File: src/rtl/spi_sclk_gen_if.sv
// Configuration, start and strobe signals of the SPI serial-clock generator.
// The i_abort_n member exists only when SPI_SCLK_ABORT_EN is defined.
interface spi_sclk_gen_if #(
  parameter int unsigned DIV_W = 8,
  parameter int unsigned CNT_W = 6
);
  logic             i_cfg_we;
  logic [DIV_W-1:0] i_half_div;
  logic [CNT_W-1:0] i_nbits;
  logic             i_cpol;
  logic             i_cpha;
  logic             i_start_n;
`ifdef SPI_SCLK_ABORT_EN
  logic             i_abort_n;
`endif
  logic             o_ready;
  logic             o_sclk;
  logic             o_shift;
  logic             o_sample;
  logic [CNT_W:0]   o_bit_count;
  logic             o_done;

  modport master (
    output i_cfg_we, i_half_div, i_nbits, i_cpol, i_cpha, i_start_n,
`ifdef SPI_SCLK_ABORT_EN
    output i_abort_n,
`endif
    input  o_ready, o_sclk, o_shift, o_sample, o_bit_count, o_done
  );

  modport slave (
    input  i_cfg_we, i_half_div, i_nbits, i_cpol, i_cpha, i_start_n,
`ifdef SPI_SCLK_ABORT_EN
    input  i_abort_n,
`endif
    output o_ready, o_sclk, o_shift, o_sample, o_bit_count, o_done
  );
endinterface

File: src/rtl/spi_sclk_gen.sv
// Programmable SPI SCLK burst generator with launch/sample strobes for all four modes.
// Optional mid-burst abort input enabled by defining SPI_SCLK_ABORT_EN.
module spi_sclk_gen #(
  parameter int unsigned DIV_W     = 8,
  parameter int unsigned CNT_W     = 6,
  parameter int unsigned RST_NBITS = 8
) (
  input logic           i_clk,
  input logic           i_rst_n,
  spi_sclk_gen_if.slave bus
);

  localparam int unsigned BC_W = CNT_W + 1;

  typedef enum logic [1:0] {S_IDLE, S_RUN, S_TRAIL} state_e;

  state_e           state_q, state_d;
  logic [DIV_W-1:0] half_div_q, half_div_d;
  logic [DIV_W-1:0] cnt_q, cnt_d;
  logic [CNT_W-1:0] nbits_q, nbits_d;
  logic             cpol_q, cpol_d;
  logic             cpha_q, cpha_d;
  logic             sclk_q, sclk_d;
  logic             done_q, done_d;
  logic [BC_W-1:0]  bit_count_q, bit_count_d;

  logic             shift_c, sample_c;
  logic             half_hit_c, leading_c, last_trail_c, start_c, abort_c;
  logic [BC_W-1:0]  n_total_c;

  // nbits of zero encodes a full 2^CNT_W burst
  assign n_total_c    = (nbits_q == '0) ? {1'b1, {CNT_W{1'b0}}} : {1'b0, nbits_q};
  assign half_hit_c   = (cnt_q == half_div_q);
  assign leading_c    = (sclk_q == cpol_q);
  assign last_trail_c = !leading_c && ((bit_count_q + BC_W'(1)) == n_total_c);
  // A held start is not honoured in the done cycle, leaving one idle cycle between bursts
  assign start_c      = !bus.i_cfg_we && !bus.i_start_n && !done_q;

`ifdef SPI_SCLK_ABORT_EN
  assign abort_c = (state_q != S_IDLE) && !bus.i_abort_n;
`else
  assign abort_c = 1'b0;
`endif

  // State and datapath registers
  always_ff @(posedge i_clk or negedge i_rst_n) begin
    if (!i_rst_n) begin
      state_q     <= S_IDLE;
      half_div_q  <= '0;
      cnt_q       <= '0;
      nbits_q     <= CNT_W'(RST_NBITS);
      cpol_q      <= 1'b0;
      cpha_q      <= 1'b0;
      sclk_q      <= 1'b0;
      done_q      <= 1'b0;
      bit_count_q <= '0;
    end else begin
      state_q     <= state_d;
      half_div_q  <= half_div_d;
      cnt_q       <= cnt_d;
      nbits_q     <= nbits_d;
      cpol_q      <= cpol_d;
      cpha_q      <= cpha_d;
      sclk_q      <= sclk_d;
      done_q      <= done_d;
      bit_count_q <= bit_count_d;
    end
  end

  // Next-state logic
  always_comb begin
    state_d = state_q;
    case (state_q)
      S_IDLE:  if (start_c) state_d = S_RUN;
      S_RUN:   if (half_hit_c && last_trail_c) state_d = S_TRAIL;
      S_TRAIL: if (half_hit_c) state_d = S_IDLE;
      default: state_d = S_IDLE;
    endcase
    if (abort_c) state_d = S_IDLE;
  end

  // Datapath next values and edge strobes
  always_comb begin
    half_div_d  = half_div_q;
    nbits_d     = nbits_q;
    cpol_d      = cpol_q;
    cpha_d      = cpha_q;
    cnt_d       = cnt_q;
    sclk_d      = sclk_q;
    bit_count_d = bit_count_q;
    done_d      = 1'b0;
    shift_c     = 1'b0;
    sample_c    = 1'b0;
    case (state_q)
      S_IDLE: begin
        sclk_d = cpol_q;
        if (bus.i_cfg_we) begin
          half_div_d = bus.i_half_div;
          nbits_d    = bus.i_nbits;
          cpol_d     = bus.i_cpol;
          cpha_d     = bus.i_cpha;
          sclk_d     = bus.i_cpol;
        end else if (start_c) begin
          cnt_d       = '0;
          bit_count_d = '0;
          shift_c     = !cpha_q;
        end
      end
      S_RUN: begin
        if (half_hit_c) begin
          cnt_d  = '0;
          sclk_d = !sclk_q;
          if (leading_c) begin
            shift_c  = cpha_q;
            sample_c = !cpha_q;
          end else begin
            bit_count_d = bit_count_q + BC_W'(1);
            sample_c    = cpha_q;
            shift_c     = !cpha_q && !last_trail_c;
          end
        end else begin
          cnt_d = cnt_q + DIV_W'(1);
        end
      end
      S_TRAIL: begin
        if (half_hit_c) begin
          cnt_d  = '0;
          done_d = 1'b1;
        end else begin
          cnt_d = cnt_q + DIV_W'(1);
        end
      end
      default: begin
        cnt_d = '0;
      end
    endcase
    // Abort keeps the partial bit count and reports completion next cycle
    if (abort_c) begin
      sclk_d      = cpol_q;
      cnt_d       = '0;
      bit_count_d = bit_count_q;
      done_d      = 1'b1;
      shift_c     = 1'b0;
      sample_c    = 1'b0;
    end
  end

  assign bus.o_ready     = (state_q == S_IDLE);
  assign bus.o_sclk      = sclk_q;
  assign bus.o_shift     = shift_c;
  assign bus.o_sample    = sample_c;
  assign bus.o_bit_count = bit_count_q;
  assign bus.o_done      = done_q;

endmodule

File: src/flat_wrapper.sv
// flat-port wrapper written by rule: the top's interface ports become plain ports
module spi_sclk_gen_flat 
#(
  parameter int unsigned DIV_W     = 8,
  parameter int unsigned CNT_W     = 6,
  parameter int unsigned RST_NBITS = 8
)
  (i_clk, i_rst_n, bus_i_cfg_we, bus_i_half_div, bus_i_nbits, bus_i_cpol, bus_i_cpha, bus_i_start_n, bus_o_ready, bus_o_sclk, bus_o_shift, bus_o_sample, bus_o_bit_count, bus_o_done);
  spi_sclk_gen_if #(.DIV_W(DIV_W), .CNT_W(CNT_W)) bus_i ();
  input logic i_clk;
  input logic i_rst_n;
  input wire logic [$bits(bus_i.i_cfg_we)-1:0] bus_i_cfg_we;
  input wire logic [$bits(bus_i.i_half_div)-1:0] bus_i_half_div;
  input wire logic [$bits(bus_i.i_nbits)-1:0] bus_i_nbits;
  input wire logic [$bits(bus_i.i_cpol)-1:0] bus_i_cpol;
  input wire logic [$bits(bus_i.i_cpha)-1:0] bus_i_cpha;
  input wire logic [$bits(bus_i.i_start_n)-1:0] bus_i_start_n;
  output wire logic [$bits(bus_i.o_ready)-1:0] bus_o_ready;
  output wire logic [$bits(bus_i.o_sclk)-1:0] bus_o_sclk;
  output wire logic [$bits(bus_i.o_shift)-1:0] bus_o_shift;
  output wire logic [$bits(bus_i.o_sample)-1:0] bus_o_sample;
  output wire logic [$bits(bus_i.o_bit_count)-1:0] bus_o_bit_count;
  output wire logic [$bits(bus_i.o_done)-1:0] bus_o_done;
  assign bus_i.i_cfg_we = bus_i_cfg_we;
  assign bus_i.i_half_div = bus_i_half_div;
  assign bus_i.i_nbits = bus_i_nbits;
  assign bus_i.i_cpol = bus_i_cpol;
  assign bus_i.i_cpha = bus_i_cpha;
  assign bus_i.i_start_n = bus_i_start_n;
  assign bus_o_ready = bus_i.o_ready;
  assign bus_o_sclk = bus_i.o_sclk;
  assign bus_o_shift = bus_i.o_shift;
  assign bus_o_sample = bus_i.o_sample;
  assign bus_o_bit_count = bus_i.o_bit_count;
  assign bus_o_done = bus_i.o_done;
  spi_sclk_gen #(.DIV_W(DIV_W), .CNT_W(CNT_W), .RST_NBITS(RST_NBITS)) u_core (.i_clk(i_clk), .i_rst_n(i_rst_n), .bus(bus_i));
endmodule
File: config.mk
export PLATFORM = sky130hd
export DESIGN_NAME = spi_sclk_gen_flat
export DESIGN_NICKNAME = d
export VERILOG_FILES = /design/src/rtl/spi_sclk_gen_if.sv /design/src/rtl/spi_sclk_gen.sv /design/src/flat_wrapper.sv
export SDC_FILE = /design/constraint.sdc
export NUM_CORES = 1
export LEC_CHECK = 0
export ABC_AREA = 0
export CAP_MARGIN = 20
export CORE_UTILIZATION = 48
export CTS_CLUSTER_DIAMETER = 60
export DETAILED_ROUTE_END_ITERATION = 7
export PLACE_DENSITY_LB_ADDON = 0.08
export SKIP_CTS_REPAIR_TIMING = 1
export SYNTH_ARGS = -nofsm -noshare
export SYNTH_HDL_FRONTEND = slang
export SYNTH_SLANG_ARGS = --single-unit
File: constraint.sdc
create_clock -name i_clk -period 2.1 [get_ports i_clk]
set_input_delay 0.42 -clock i_clk [delete_from_list [all_inputs] [get_ports i_clk]]
set_output_delay 0.42 -clock i_clk [all_outputs]
set_load 0.03 [all_outputs]
# Word-level counts from Yosys, hierarchy flattened

Index checks and enable logic that the tools add are counted.

$add $sub $neg: 2
Eq/ne operators: 11
Mux-type cells: 27
Reduce and logical (&&, ||, !) cells: 21

Operators by type and width:

| kind                                                  | count |
|---|---|
| two-way mux 7 bit                                     | 5 |
| two-way mux 8 bit                                     | 3 |
| case mux 8 bit (2 select lines)                       | 1 |
| case mux 7 bit (2 select lines)                       | 1 |
| two-way mux 1 bit                                     | 11 |
| adder 8 x 1 -> 8 bit, second input constant           | 1 |
| equality test 8 bit                                   | 1 |
| inequality test 2 x 1 -> 1 bit, second input constant | 4 |
| adder 7 x 1 -> 7 bit, second input constant           | 1 |
| equality test 7 bit                                   | 1 |
| logical NOT 1 bit                                     | 7 |
| logical NOT 6 bit                                     | 1 |
| two-way mux 2 bit                                     | 3 |
| case mux 2 bit (3 select lines)                       | 1 |
| AND reduction 2 bit                                   | 3 |
| logical AND 1 bit                                     | 5 |
| AND reduction 5 bit                                   | 1 |
| inequality test 2 bit, second input constant          | 2 |
| case mux 1 bit (2 select lines)                       | 2 |
| AND reduction 3 bit                                   | 1 |
| equality test 2 x 1 -> 1 bit, second input constant   | 1 |
| equality test 2 bit, second input constant            | 1 |
| logical NOT 2 bit                                     | 1 |
| nonzero test 2 bit                                    | 1 |
| other kinds (2)                                       | 2 |

Input port bits: 20
Register bits: 35
Word-level logic and storage cells: 70
Output and inout bits: 12

# Longest topological paths before layout

Gate-level depths: netlist of run 1.

Depth in word-level cells: 9
Gate-level depth with buffers: 8
Depth with buffers taken out: 7

# Worst setup path before layout of run 1

Ideal clock, no wire load.

Kind: flip-flop to output port
Start point: register u_core.bit_count_q[0] (netlist: u_core.bus.o_bit_count[0])
End point: output bus_o_shift
Stages on the path, launching flop included: 7
Path buffers: 0
Data required time: 1680 ps
Path slack: -643 ps
Arrival time: 2323 ps
Cells stage by stage: dfrtp_1 -> ha_1 -> nand3_1 -> o2111ai_1 -> o221ai_1 -> and3_1 -> o21ai_0

Longest elaborated chain between the ends: 8

RTL lines:

| what                            | line                | source |
|---|---|---|
| start, declared                 | spi_sclk_gen.sv:25  | `logic [BC_W-1:0] bit_count_q, bit_count_d;` |
| start signal, assigned          | spi_sclk_gen.sv:66  | `bit_count_q <= bit_count_d;` |
| adder 7 x 1 -> 7 bit            | spi_sclk_gen.sv:35  | `assign last_trail_c = !leading_c && ((bit_count_q + BC_W'(1)) == n_total_c);` |
| equality test 7 bit             | spi_sclk_gen.sv:35  |  |
| logical AND 1 bit               | spi_sclk_gen.sv:35  |  |
| logical NOT 1 bit               | spi_sclk_gen.sv:119 | `shift_c = !cpha_q && !last_trail_c;` |
| logical AND 1 bit               | spi_sclk_gen.sv:119 |  |
| two-way mux 1 bit               | spi_sclk_gen.sv:113 | `if (leading_c) begin` |
| two-way mux 1 bit               | spi_sclk_gen.sv:110 | `if (half_hit_c) begin` |
| case mux 1 bit (2 select lines) | spi_sclk_gen.sv:94  | `case (state_q)` |
| end, declared                   | flat_wrapper.sv:20  | `output wire logic [$bits(bus_i.o_shift)-1:0] bus_o_shift;` |

No other way between the ends.

# Worst setup path after layout of run 1

Start point: register u_core.nbits_q[5]
End point: output bus_o_shift

Longest elaborated chain between the ends: 9

RTL lines:

| what                                | line                | source |
|---|---|---|
| start, declared                     | spi_sclk_gen.sv:20  | `logic [CNT_W-1:0] nbits_q, nbits_d;` |
| start signal, assigned              | spi_sclk_gen.sv:51  | `nbits_q <= CNT_W'(RST_NBITS);` |
| start signal, assigned              | spi_sclk_gen.sv:61  | `nbits_q <= nbits_d;` |
| logical NOT 6 bit                   | spi_sclk_gen.sv:32  | `assign n_total_c = (nbits_q == '0) ? {1'b1, {CNT_W{1'b0}}} : {1'b0, nbits_q};` |
| two-way mux 7 bit (*)               | spi_sclk_gen.sv:32  |  |
| equality test 7 bit (*)             | spi_sclk_gen.sv:35  |  |
| logical AND 1 bit (*)               | spi_sclk_gen.sv:35  |  |
| logical NOT 1 bit (*)               | spi_sclk_gen.sv:119 |  |
| logical AND 1 bit (*)               | spi_sclk_gen.sv:119 |  |
| two-way mux 1 bit (*)               | spi_sclk_gen.sv:113 |  |
| two-way mux 1 bit (*)               | spi_sclk_gen.sv:110 |  |
| case mux 1 bit (2 select lines) (*) | spi_sclk_gen.sv:94  |  |

Mark *: on every way between the ends. The rest lies on a longest branch, timed or not.

==> results of run 1 <==
==> cell usage after synthesis, types with 2 or more instances <==
master     instances  area [um2]
nor2_1            11       41.29
nand2_1           11       41.29
nor3_1             3       15.01
xor2_1            10       87.58
ha_1               5       62.56
nand2b_1           4       25.02
nor2b_1            2       12.51
nor4_1             2       12.51
or2_2              2       12.51
nand3_1            9       45.04
nand4_2            2       25.02
clkbuf_1           5       18.77
and3_1             3       18.77
and2_1             2       12.51
nand3b_1           5       37.54
o2111ai_1          2       17.52
o31ai_1            3       22.52
o21ai_0           12       60.06
buf_2              2       10.01
o211ai_1           4       30.03
nand4_1            4       25.02
xnor2_1           12       105.1
mux2_2            16       180.2
inv_1              4       15.01
o2bb2ai_1          2       17.52
a31oi_1            2       12.51
dfrtp_1           34       850.8
==> worst paths after layout <==
path | endpoint | slack, ns
worst max register to register | u_core.bus.o_bit_count[0] | 0.05
worst max-delay path | bus_o_shift | -0.38
worst min register to register | u_core.half_div_q[5] | 0.54
min in group i_clk | u_core.half_div_q[5] | 0.54
worst min-delay path | u_core.bus.o_sclk | 0.54
max in group asynchronous | u_core.nbits_q[3] | 1.21
==> kinds of logic (layout without fill, tap and decap cells) <==
kind of cell	Yosys count	count (layout)
AND/OR/NAND/NOR	67	67
AO/OA/AOI/OAI	38	38
flip-flops	35	35
XOR/XNOR	22	22
multiplexers	17	17
buffers and inverters	12	105
adder cells (fa/ha/maj)	5	5
==> worst reg2reg max path: stages (launching register included) <==
cell and delay [ns]:
dfrtp_1 0.40, xor2_1 0.34, buf_4 0.20, nand2_1 0.06
o32a_4 0.38, or2_4 0.28, buf_6 0.13, o21ai_0 0.17
==> layer usage <==
| layer | vias to the layer above | track usage |
|---|---|---|
| met4 | 0 | 0.1144 |
| met5 | - | 0 |
| met3 | 13 | 0.05912 |
| li1 | 905 | - |
| met2 | 46 | 0.4863 |
| met1 | 979 | 0.3098 |
==> flip-flops by register name, indices dropped and copies added, names as in the netlist <==
name	cells
u_core.bus.o_bit_count	7
u_core.nbits_q	6
u_core.cnt_q	8
u_core.cpol_q	1
u_core.bus.o_sclk	1
u_core.cpha_q	1
u_core.half_div_q	8
u_core.state_q	2
u_core.bus.o_done	1
==> power by group <==
part,switching (W),internal [W]
clock,0.000262,0.000354
combinational,0.00109,0.00121
sequential,0.000233,0.000906
==> layout by cell type, fill, tap and decap left out, types with 2 or more instances in the layout <==
cell	Yosys	routed
clkbuf_8	0	5
clkdlybuf4s50_1	0	28
or2_4	0	2
o211ai_1	4	4
nand3b_1	5	5
and3_1	3	2
a31oi_1	2	2
xnor2_2	0	6
xor2_1	10	10
mux2_2	16	16
nor2_1	11	11
dfrtp_1	34	30
o21ai_0	12	11
nand2b_1	4	4
xnor2_1	12	6
and2_1	2	2
buf_4	0	59
ha_2	0	2
nor3_1	3	2
dfrtp_2	0	4
ha_1	5	2
o31ai_1	3	2
o2bb2ai_1	2	2
nor2b_1	2	2
nand2_1	11	11
nand4_2	2	2
inv_1	4	4
buf_6	0	4
nand3_1	9	8
nand4_1	4	4
==> area by class of cell <==
type,count,area share
repair buffers,93,0.2552
inverters,4,0.004815
clock buffers,5,0.02207
multi-input cells,149,0.4009
flip-flops and latches,35,0.2829
clock inverters,3,0.01404
well taps,50,0.02006
==> through the flow <==
step | hold slack (ns) | util | power [W] | setup TNS [ns]
after floorplan | 0.1244 | - | 0.002203 | -0.06642
after global placement | 0.5122 | 0.7028 | 0.003075 | -0.5287
after global routing | 0.5592 | 0.7739 | 0.004269 | -0.6460
after CTS | 0.5412 | 0.7307 | 0.003821 | -1.377
after detailed placement | 0.5236 | 0.7028 | 0.003180 | -0.6599
final | 0.5405 | 0.7739 | 0.004050 | -0.4814
==> flow_summary.rst, run 1 <==
.. list-table::
   :header-rows: 1

   * - Metric
     - Value
   * - Outcome
     - finished, violations left
   * - Violated checks
     - negative setup slack
   * - Final worst setup slack
     - -0.3836 ns
   * - TritonCTS clock tree
     - done
   * - Placed wire-length estimate after detailed placement
     - just over 4000 um
   * - Worst path most repeated cell
     - buf_4
   * - Post-layout instance count excluding filler cells
     - 339
   * - Rel. slew slack
     - 0.7011
   * - Detail Route Antenna Nets
     - 0
   * - DR top layer
     - met4
   * - Post-synthesis share of cell area spent on and, or, nand and nor gates
     - 0.1859
   * - Data arrival, critical path
     - 2.06 ns
   * - Count of flip-flops with a built-in enable after synthesis
     - 0
   * - Hold/Removal Path Class
     - in -> async
   * - Filler Cells Inserted
     - 258
   * - Endpoint kind of the worst setup timing path
     - output port
   * - Worst reg2reg path startpoint
     - u_core.cpol_q
   * - All-Layer GR Usage
     - 0.2719
   * - Wire length reported by the detailed router
     - 5871 um
   * - Clock buffer count from CTS
     - 5
   * - Instance count of the mapped netlist
     - roughly 200
   * - Routed via count divided by cell count
     - 5.732
   * - Worst setup path startpoint
     - u_core.nbits_q[5]
   * - Final layout net count
     - 313
   * - Post-synthesis cell type count
     - 50
   * - Worst-margin pin slew
     - 0.4483 ns
   * - Horizontal die dimension
     - 67.19 um
   * - Leakage
     - between 1 and 1.5 nW
   * - M1 wire length
     - 2392 um
   * - Number of placed instances, taps included
     - 324
   * - Post-route fraction of the period consumed by the critical path
     - 1.183
   * - Global-route wire length before repair
     - approximately 9000 um
   * - Max Transition Viols Final
     - 0
   * - Maxcap violations
     - 0
   * - CP Class
     - reg -> out
   * - Number of endpoints failing setup at the final stage
     - 2
   * - Compound-gate portion of the synthesized area
     - 0.1417
   * - Synthesized area
     - 2039 um2
   * - Standard cell core area
     - a little over 4000 um2
   * - Sum of met2 wire segment lengths after detailed routing
     - 3144 um
   * - RSZ-0062 raised after global routing
     - true
   * - Row cnt
     - 23
   * - Cell depth of the worst setup path
     - 8
   * - Area share of xor/xnor cells in the synthesized design
     - 0.09448
   * - Worst-case clock buffer depth
     - 2
   * - Antenna violations before repair
     - 0
   * - Area after DPL
     - approximately 2800 um2
   * - Syn nets
     - 221
   * - Layout area overhead
     - 52.88%
   * - Asr flop ratio synth
     - 1.000
   * - CTS H-tree depth
     - 2
   * - Global route total overflow
     - 0
   * - Wire per inst
     - ~17 um
   * - Post-Syn Area per Cell
     - ~10 um2
   * - Post-synthesis adder-cell area fraction
     - 0.03067
   * - Cell at the root of the clock tree
     - clkbuf_8
   * - Master of the slowest instance on the critical path
     - dfrtp_1
   * - Worst setup skew after layout
     - around 0.0028 ns
   * - Worst path max stage delay
     - 0.40 ns
   * - Critical path launch point type
     - register
   * - Pre-CTS setup slack
     - -0.5888 ns
   * - Dominant delay contributor by cell family on the critical path
     - simple AND/OR/NAND/NOR gates
   * - Sequential cell area
     - 882.1 um2
   * - Synth warnings
     - 0
   * - DRC marker count from the first detailed-route iteration
     - 191
   * - Num Clock Sinks
     - 35
   * - Hold Violations, Final
     - 0
   * - Height of the chip
     - 67.19 um
   * - Maximum clock frequency
     - 402.6 MHz
   * - Ports
     - 32
   * - Combined area of the multi-input logic cells
     - 1250 um2
   * - Final Wtd Congestion
     - 0.9100
   * - Ordered cell list for the critical path
     - buf_4 -> nor2_1 -> buf_4 -> nand3b_1 -> o221ai_4 -> and3_4 -> o21ai_4 -> buf_6
   * - Starting density of the core
     - 0.5062
   * - Amount of wire on met3 after detailed routing
     - 190 um
   * - Critical path data required time
     - 1.68 ns
   * - Share of cell area taken by muxes after synthesis
     - 0.09325
   * - Worst vdd ir
     - between 0.8 and 0.9 mV
   * - Total power per unit cell area
     - about 1300 nW/um2
   * - Top fanout value on the critical path
     - 3
   * - Combined buffer and inverter count along the critical path
     - 3
   * - Post-layout instance area
     - 3118 um2
   * - Combinational family with the most area after synthesis
     - simple AND/OR/NAND/NOR gates
   * - Share of the yosys chip area belonging to registers
     - 0.4301
   * - Final worst path period need
     - between 2 and 2.5 ns
   * - Flip-flop cell with the highest count after synthesis
     - dfrtp_1
   * - Register bit total from synthesis
     - 35
   * - Pin count of the biggest net entering global routing
     - 36
   * - Diode insertion count for antenna repair
     - 0
   * - Vias in the first global route
     - 2003
   * - Die ar.
     - ~4500 um2
   * - Worst reg2reg path depth
     - 7
   * - Share of post-route cells with drive strength above 1
     - 0.4118
   * - Post-route DRC violation count
     - 0
   * - Via count of the routed design
     - between 1500 and 2000
   * - Port bufs
     - 31
   * - Number of detailed-route iterations in the first pass
     - 4
   * - Clock latency on the worst-skew pair
     - 0.29 ns
   * - Clock transition at the registers of the reported paths
     - 0.08 ns
Power figures use the tool's default switching activity.
==> run 2, diff against run 1 <==
Settings changed: SKIP_CTS_REPAIR_TIMING 1 to not set.
==> run 2 against run 1 <==
Against the previous run: the flow still finishes with violations (negative setup slack); utilization up 2.2 points; die area stayed put; critical path depth down 2; via count increased by 4.1%; combinational power is 7% higher; global-route usage is 3.0 points higher; clock power about the same; sequential cell count is the same; count of clock-buffer cells in the layout did not move; maximum frequency fell by 0.50%; sequential power about the same; register-to-register slack is essentially flat.
==> flow_summary.rst, run 2 (synthesis gave the netlist of run 1 again) <==
.. list-table::
   :header-rows: 1

   * - Metric
     - Value
   * - Outcome
     - finished, violations left
   * - Violated checks
     - negative setup slack
   * - Diode insertion count for antenna repair
     - 0
   * - Cell at the root of the clock tree
     - clkbuf_8
   * - Maxcap violations
     - 0
   * - Sum of met2 wire segment lengths after detailed routing
     - 3303 um
   * - Hold/Removal Path Class
     - in -> async
   * - Horizontal die dimension
     - around 67 um
   * - Die ar.
     - 4514 um2
   * - Pin count of the biggest net entering global routing
     - 36
   * - Dominant delay contributor by cell family on the critical path
     - compound AO/OA/AOI/OAI gates
   * - Wire per inst
     - ~18 um
   * - Most frequent standard cell in the layout excluding fill and tap cells
     - buf_4
   * - Worst-case clock buffer depth
     - 2
   * - Overall Power
     - roughly 0.0042 W
   * - Filler Cells Inserted
     - 247
   * - Hold Violations, Final
     - 0
   * - Leakage
     - 1.376 nW
   * - M1 wire length
     - 2448 um
   * - Hold-fix buffer count after cts
     - 0
   * - Maximum clock frequency
     - 400.6 MHz
   * - Via count of the routed design
     - 2023
   * - Clock latency on the worst-skew pair
     - 0.29 ns
   * - Number of detailed-route iterations in the first pass
     - 4
   * - Worst vdd ir
     - approximately 0.80 mV
   * - Number of endpoints failing setup at the final stage
     - 2
   * - Top fanout value on the critical path
     - 6
   * - Global-route wire length before repair
     - approximately 10000 um
   * - DRC marker count from the first detailed-route iteration
     - 172
   * - Endpoint kind of the worst setup timing path
     - output port
   * - DR top layer
     - met4
   * - Height of the chip
     - 67.19 um
   * - Starting density of the core
     - 0.5062
   * - Post-route DRC violation count
     - 0
   * - Routed via count divided by cell count
     - 5.864
   * - CP Class
     - reg -> out
   * - Antenna violations before repair
     - 0
   * - Combined area of the multi-input logic cells
     - 1297 um2
   * - Sequential cell area
     - between 800 and 900 um2
   * - Layout area overhead
     - 57.30%
   * - Worst reg2reg path depth
     - 7
   * - Most used cells in the layout excluding fill and tap cells
     - 65 x buf_4, 29 x dfrtp_1, 28 x clkdlybuf4s50_1
   * - Final layout net count
     - 319
   * - Critical path launch point type
     - register
   * - Final worst path period need
     - 2.496 ns
   * - Rel. slew slack
     - 0.6508
   * - Standard cell core area
     - roughly 4000 um2
   * - Endpoint of the worst-slack reg-to-reg timing path
     - u_core.bus.o_bit_count[1]
   * - Worst setup slack for register-to-register paths
     - 0.06 ns
   * - Ordered cell list for the critical path
     - and3_1 -> a2111oi_0 -> a31oi_1 -> and3_4 -> o21ai_4 -> buf_6
   * - Cell depth of the worst setup path
     - 6
   * - Max Transition Viols Final
     - 0
   * - Worst setup path startpoint
     - u_core.bus.o_bit_count[2]
   * - Global route total overflow
     - 0
   * - Vias in the first global route
     - about 2100
   * - Critical path data required time
     - 1.68 ns
   * - Wire length reported by the detailed router
     - 6316 um
   * - CTS H-tree depth
     - 2
   * - Detail Route Antenna Nets
     - 0
   * - Clock transition at the registers of the reported paths
     - 0.08 ns
   * - Port bufs
     - 31
   * - Ports
     - 32
   * - Final worst setup slack
     - -0.3961 ns
   * - Master of the slowest instance on the critical path
     - a2111oi_0
   * - TritonCTS clock tree
     - done
   * - All-Layer GR Usage
     - 0.3015
   * - Worst reg2reg path startpoint
     - u_core.cnt_q[5]
   * - Combined buffer and inverter count along the critical path
     - 1
   * - Worst setup skew after layout
     - 0.004361 ns
   * - Total power per unit cell area
     - 1322 nW/um2
   * - Area after DPL
     - 2831 um2
   * - Final Wtd Congestion
     - 0.9100
   * - Share of post-route cells with drive strength above 1
     - 0.4441
   * - RSZ-0062 raised after global routing
     - true
   * - Clock buffer count from CTS
     - 5
   * - Post-layout instance area
     - 3208 um2
   * - Amount of wire on met3 after detailed routing
     - between 200 and 300 um
   * - Data arrival, critical path
     - 2.08 ns
   * - Num Clock Sinks
     - 35
   * - Capture point of the critical path
     - bus_o_shift
   * - Placed wire-length estimate after detailed placement
     - 4081 um
   * - Row cnt
     - 23
   * - Worst path max stage delay
     - around 0.49 ns
   * - Worst-margin pin slew
     - roughly 0.51 ns
   * - Post-route fraction of the period consumed by the critical path
     - 1.189
==> run 2: changes by cell type in the layout (fill, tap and decap cells not counted), sizes merged <==
cell	change
buf	+6
clkinvlp	+1
dlygate4sd2	+1
dlymetal6s2s	-1
inv	-1
==> run 2: worst min path at each step <==
stage | start | to | slack, ns | cells past startpoint
floorplan | i_rst_n | u_core.bus.o_bit_count[0] | 0.12 | 0
global placement | u_core.half_div_q[0] | u_core.half_div_q[0] | 0.51 | 1
detailed placement | u_core.half_div_q[1] | u_core.half_div_q[1] | 0.52 | 1
CTS | u_core.half_div_q[2] | u_core.half_div_q[2] | 0.54 | 1
global route | u_core.half_div_q[0] | u_core.half_div_q[0] | 0.58 | 1
finish | i_rst_n | u_core.bus.o_sclk | 0.55 | 2
==> run 2: area by class of cell <==
cell class / instances / area share
Clock buffer: 5 / 0.02145
Clock inverter: 3 / 0.01365
Inverter: 4 / 0.005850
Multi-Input combinational cell: 149 / 0.4044
Sequential cell: 35 / 0.2754
Tap cell: 50 / 0.01950
Timing Repair Buffer: 99 / 0.2598
==> run 2: timing repair <==
item	in CTS	in global routing
buffers inserted	7	6
endpoints found under the setup margin	4	9
pin swaps	13	3
gates resized for setup	26	12
==> run 2: worst reg2reg max path, cell delays in order (launching register included) <==
cell	delay [ns]
dfrtp_1	0.42
xnor2_2	0.18
nand4_2	0.17
buf_6	0.16
o32a_4	0.37
or2_4	0.26
buf_4	0.16
o21ai_0	0.22
==> run 2: metrics by stage <==
step           hold slack, ns  setup WS (ns)   TNS, ns  utilization  cells
6_report               0.5478        -0.3961   -0.4460       0.7963    345
5_1_grt                0.5835        -0.4664   -0.5873       0.7963    345
4_1_cts                0.5412        -0.3310   -0.3944       0.7693    339
3_5_place_dp           0.5236        -0.5888   -0.6599       0.7028    324
3_3_place_gp           0.5122        -0.5287   -0.5287       0.7028    324
2_1_floorplan          0.1244       -0.06642  -0.06642            -    196
==> run 2: per-layer routing <==
| layer | GRT usage | vias up |
|---|---|---|
| li1 | - | 913 |
| met1 | 0.3390 | 996 |
| met2 | 0.5313 | 85 |
| met3 | 0.07095 | 29 |
| met4 | 0.1463 | 0 |
| met5 | 0 | - |
==> run 2: where the power goes <==
part           total, W  internal [W]  switching [W]
logic           0.00246       0.00128        0.00118
registers       0.00116      0.000907       0.000256
clock network  0.000617      0.000354       0.000263
